File: config.mk
export PLATFORM = sky130hd
export DESIGN_NAME = conv_row_window
export DESIGN_NICKNAME = d
export VERILOG_FILES = /design/src/rtl/conv_row_window_pkg.sv /design/src/rtl/window_shift_reg.sv /design/src/rtl/conv_row_window.sv
export SDC_FILE = /design/constraint.sdc
export NUM_CORES = 1
export LEC_CHECK = 0
export ABC_AREA = 1
export BUFFER_PORTS_ARGS = -buffer_cell sky130_fd_sc_hd__buf_2
export CORE_MARGIN = 2
export CORE_UTILIZATION = 54
export CTS_CLUSTER_SIZE = 24
export DETAILED_ROUTE_END_ITERATION = 10
export PLACE_DENSITY = 0.79
export SLEW_MARGIN = 0
export SYNTH_ARGS = -nofsm -noshare
export SYNTH_HDL_FRONTEND = slang
export SYNTH_SLANG_ARGS = --single-unit
File: constraint.sdc
create_clock -name clk -period 5.65 [get_ports clk]
set_input_delay 1.695 -clock clk [delete_from_list [all_inputs] [get_ports clk]]
set_output_delay 1.695 -clock clk [all_outputs]
set_load 0.03 [all_outputs]
File: src/rtl/conv_row_window_pkg.sv
// conv_row_window_pkg: shared handshake state encodings and counter sizing helper
package conv_row_window_pkg;
  typedef enum logic {TX_IDLE = 1'b0, TX_WAIT_FOR_RDY = 1'b1} tx_state_t;
  function automatic int clog2(input int v);
    return (v <= 2) ? 1 : $clog2(v);
  endfunction
endpackage

File: src/rtl/window_shift_reg.sv
// window_shift_reg: K-slot pixel shift register; window shows the contents as they will be after a shift of din
module window_shift_reg #(
  parameter int KERNEL_SIZE = 3,
  parameter int DATA_WIDTH = 24
) (
  input  logic                              clk,
  input  logic                              rst,
  input  logic                              shift_en,
  input  logic [DATA_WIDTH-1:0]             din,
  output logic [KERNEL_SIZE*DATA_WIDTH-1:0] window
);
  logic [KERNEL_SIZE*DATA_WIDTH-1:0] q;
  if (KERNEL_SIZE == 1) begin : g_one
    assign window = din;
  end else begin : g_many
    assign window = {din, q[KERNEL_SIZE*DATA_WIDTH-1:DATA_WIDTH]};
  end
  always_ff @(posedge clk or posedge rst)
    if (rst) q <= '0;
    else if (shift_en) q <= window;
endmodule

File: src/rtl/conv_row_window.sv
// conv_row_window: raster pixel stream to strided horizontal K-pixel windows with registered valid/rdy output
module conv_row_window import conv_row_window_pkg::*; #(
  parameter int BIT_WIDTH = 8,
  parameter int NUM_CHANNEL = 3,
  parameter int KERNEL_SIZE = 3,
  parameter int IMAGE_WIDTH = 8,
  parameter int STRIDE = 1
) (
  input  logic                                      clk,
  input  logic                                      rst,
  input  logic                                      prev_layer_valid,
  output logic                                      prev_layer_rdy,
  input  logic [NUM_CHANNEL*BIT_WIDTH-1:0]          prev_layer_data,
  input  logic                                      next_layer_rdy,
  output logic                                      next_layer_valid,
  output logic [KERNEL_SIZE*NUM_CHANNEL*BIT_WIDTH-1:0] next_layer_data,
  output logic                                      next_layer_last
);
  localparam int P = NUM_CHANNEL * BIT_WIDTH;
  localparam int CW = clog2(IMAGE_WIDTH);
  localparam int SW = clog2(STRIDE);
  localparam int LAST_COL = KERNEL_SIZE - 1 + ((IMAGE_WIDTH - KERNEL_SIZE) / STRIDE) * STRIDE;
  if (KERNEL_SIZE < 1 || KERNEL_SIZE > IMAGE_WIDTH || STRIDE < 1) begin : g_bad_params
    $error("conv_row_window: need 1 <= KERNEL_SIZE <= IMAGE_WIDTH and STRIDE >= 1");
  end
  tx_state_t state;
  logic [CW-1:0] col;
  logic [SW-1:0] sc, sc_cur;
  logic accept, emit;
  logic [KERNEL_SIZE*P-1:0] window;
  assign prev_layer_rdy = !rst && (state == TX_IDLE || next_layer_rdy);
  assign accept = prev_layer_valid && prev_layer_rdy;
  // stride phase restarts at the first full window of each row
  assign sc_cur = (col == CW'(KERNEL_SIZE - 1)) ? '0 : sc;
  assign emit = col >= CW'(KERNEL_SIZE - 1) && sc_cur == '0;
  window_shift_reg #(.KERNEL_SIZE(KERNEL_SIZE), .DATA_WIDTH(P)) u_shift (
    .clk(clk),
    .rst(rst),
    .shift_en(accept),
    .din(prev_layer_data),
    .window(window)
  );
  always_ff @(posedge clk or posedge rst)
    if (rst) begin
      state <= TX_IDLE;
      col <= '0;
      sc <= '0;
      next_layer_valid <= 1'b0;
      next_layer_last <= 1'b0;
      next_layer_data <= '0;
    end else begin
      if (accept) begin
        col <= (col == CW'(IMAGE_WIDTH - 1)) ? '0 : col + 1'b1;
        sc <= (sc_cur == SW'(STRIDE - 1)) ? '0 : sc_cur + 1'b1;
      end
      if (accept && emit) begin
        state <= TX_WAIT_FOR_RDY;
        next_layer_valid <= 1'b1;
        next_layer_data <= window;
        next_layer_last <= col == CW'(LAST_COL);
      end else if (next_layer_rdy) begin
        state <= TX_IDLE;
        next_layer_valid <= 1'b0;
        next_layer_last <= 1'b0;
      end
    end
endmodule

==> flow_metrics.env <==
export IMPL_synthCells=493
export IMPL_gp_congestion=0.768
export IMPL_dp_final_hpwl_um=6500
export IMPL_cp_endpoint="prev_layer_rdy"
export IMPL_regToRegStartpoint="col[2]"
export IMPL_portBuffers=102
export IMPL_grt_max_degree=72
export IMPL_initial_core_util=0.553
export IMPL_post_place_cells=680
export IMPL_cts_hold_buf=0
export IMPL_setup_tns_ns=0
export IMPL_cp_max_fo=2
export IMPL_antenna_found_initial=0
export IMPL_viasPerCell=5.11
export IMPL_fmax_mhz=254
export IMPL_ir_drop_v=0.000360
export IMPL_gr_total_overflow=0
export IMPL_ff2ff_path_depth=6
export IMPL_clock_sinks=125
export IMPL_fin_crit_sh=0.696
export IMPL_critPathLaunchType="input port"
export IMPL_rrSetupSlack_ns=3.28
export IMPL_post_route_util=0.681
export IMPL_end_kind="primary output"
export IMPL_synth_area_um2=4780
export IMPL_setup_ws_ns=1.72
export IMPL_setup_viol=0
export IMPL_num_vias=3637
export IMPL_diodes=0
export IMPL_timing_rr_end="next_layer_data[34]"
export IMPL_ios=103
export IMPL_hold_viol_final=0
export IMPL_syn_num_nets=523
export IMPL_drtAntennaViolNets=0
export IMPL_wl_um=10400
export IMPL_path_buf_inv=2
export IMPL_dpl_worst_slack_ns=1.72
export IMPL_cp_startpoint="next_layer_rdy"
export IMPL_clockRootBuffer="clkbuf_8"
export IMPL_rsz0062_at_grt="no"
export IMPL_cts_tree="yes"
export IMPL_cts_buffer_depth=2
export IMPL_worstSkewPairLatency_ns=0.51
export IMPL_grt_pass1_wl_um=17500
export IMPL_max_slew_margin_rel=0.283
export IMPL_first_pass_iters=5
export IMPL_drive_gt1_frac=0.242
export IMPL_clk_pin_slew_ns=0.06
export IMPL_instances_no_fill=712
export IMPL_grt_total_usage=0.232
export IMPL_setup_worst_path_class="in2out"
export IMPL_outcome="complete, no violations"
export IMPL_worst_pin_slew_ns=1.07
export IMPL_drt_iter0_markers=265
export IMPL_worstPathCellList="buf_2 -> nor2_2 -> nor2_2 -> buf_2"
export IMPL_cp_arrival_ns=2.24
export IMPL_nets=621
export IMPL_routedWlPerCell_um=14.6
export IMPL_h_tree_depth=4
export IMPL_power_leakage_nw=3.20
export IMPL_skew_ns=0.00825
export IMPL_cap_violations=0
export IMPL_syn_to_final_growth_pct=23.1
export IMPL_worst_path_stages=4
export IMPL_synth_area_per_cell_um2=9.69
export IMPL_synth_distinct_cells=16
export IMPL_max_stage_delay_ns=0.19
export IMPL_hp_class="reg2reg"
export IMPL_drcViolationCount=0
export IMPL_core_um2=8640
export IMPL_yosysSeqAreaShare=0.654
export IMPL_ys_ff_latch=125
export IMPL_cp_top_family="buffers and inverters"
export IMPL_grt_pass1_vias=3733
export IMPL_fill_cells=676
export IMPL_cts_inserted_buffers=17
export IMPL_post_cts_buffers=0
export IMPL_crit_required_ns=3.95
export IMPL_die_area_um2=9620
export IMPL_finalMaxSlewViolations=0
export IMPL_yosys_warnings=0
export IMPL_powerDensity_nw_per_um2=643
export IMPL_die_w_um=98.1
export IMPL_cp_slowest_cell="nor2_2"
export IMPL_fin_crit_ns=3.93
export IMPL_rows=34
export IMPL_cts_resized=0
export IMPL_fp_dieH_um=98.1
-- worst min path at each step --
stage                              from             endpoint  slack, ns  cells after the start
global placement    next_layer_data[23]  next_layer_data[23]       0.46                      2
finish               next_layer_data[5]   next_layer_data[5]       0.47                      2
global route         next_layer_data[6]   next_layer_data[6]       0.48                      2
detailed placement   next_layer_data[2]   next_layer_data[2]       0.46                      2
CTS                  next_layer_data[5]   next_layer_data[5]       0.48                      2
floorplan                 u_shift.q[48]        u_shift.q[48]       0.45                      2
-- flip-flops by register name (all words and copies together) (netlist names) --
signal / flops
col: 3
next_layer_data: 72
next_layer_last: 1
state: 1
u_shift.q: 48
-- cell usage after synthesis (all sizes together) --
cell    instances  area [um2]
buf            16         126
clkbuf         11        41.3
nor2            3        16.3
inv            55         206
nor3            1        16.3
ha              2        25.0
nand3          26         130
dfrtp         125        3130
nand4           1        12.5
o21ai          98         490
nand2         155         587
-- routing by layer --
metal	vias to the layer above	GRT usage	wire length [um]
met5	-	0	0
met4	0	0.106	187
met3	17	0.0709	587
met2	108	0.360	5160
met1	1768	0.304	4480
li1	1744	-	-
-- cell usage in the layout (no fill, tap or decap), types with 2 or more instances in the layout --
cell,synthesis,routed
clkinv_4,0,2
clkbuf_16,0,16
nor2_2,2,2
bufinv_16,0,2
clkinv_2,0,2
inv_1,54,53
nand3_1,26,26
buf_2,5,102
nand2_2,2,2
dfrtp_1,125,125
ha_1,2,2
o21ai_0,98,98
clkbuf_8,0,3
nand2_1,153,153
buf_4,6,4
clkinvlp_4,0,6
-- power by group --
part	switching [mW]	leakage, nW	internal [mW]
combinational	0.949	1.34	0.345
sequential	0.199	1.58	1.24
clock	0.397	0.268	0.651
-- final cells by class --
type | count | area [um2] | area share
sequential | 125 | 3130 | 0.532
clock inverter | 13 | 141 | 0.0240
multi-input combinational | 286 | 1290 | 0.219
tap | 108 | 135 | 0.0230
timing repair buffer | 106 | 541 | 0.0919
inverter | 55 | 209 | 0.0355
clock buffer | 19 | 442 | 0.0751
-- per-stage QoR --
step                hold slack, ns  power, mW  cell area, um2
finish                       0.472       3.78            5880
global route                 0.482       4.00            5880
CTS                          0.478       3.81            5880
detailed placement           0.461       2.74            5300
global placement             0.458       2.68            5300
floorplan                    0.453       2.33            4780
-- worst min-delay path, stage by stage (launching register included) --
cell and delay [ns]:
dfrtp_1 0.34, nand2_1 0.05, nand2_1 0.05
-- logic make-up (layout without fill, tap and decap cells) --
kind of cell | Yosys count | after routing | synth area share
flops | 125 | 125 | 0.654
simple gates | 186 | 186 | 0.159
buf+inv | 82 | 193 | 0.0783
fa+ha+maj | 2 | 2 | 0.00523
compound gates | 98 | 98 | 0.103
Power figures use the tool's default switching activity.
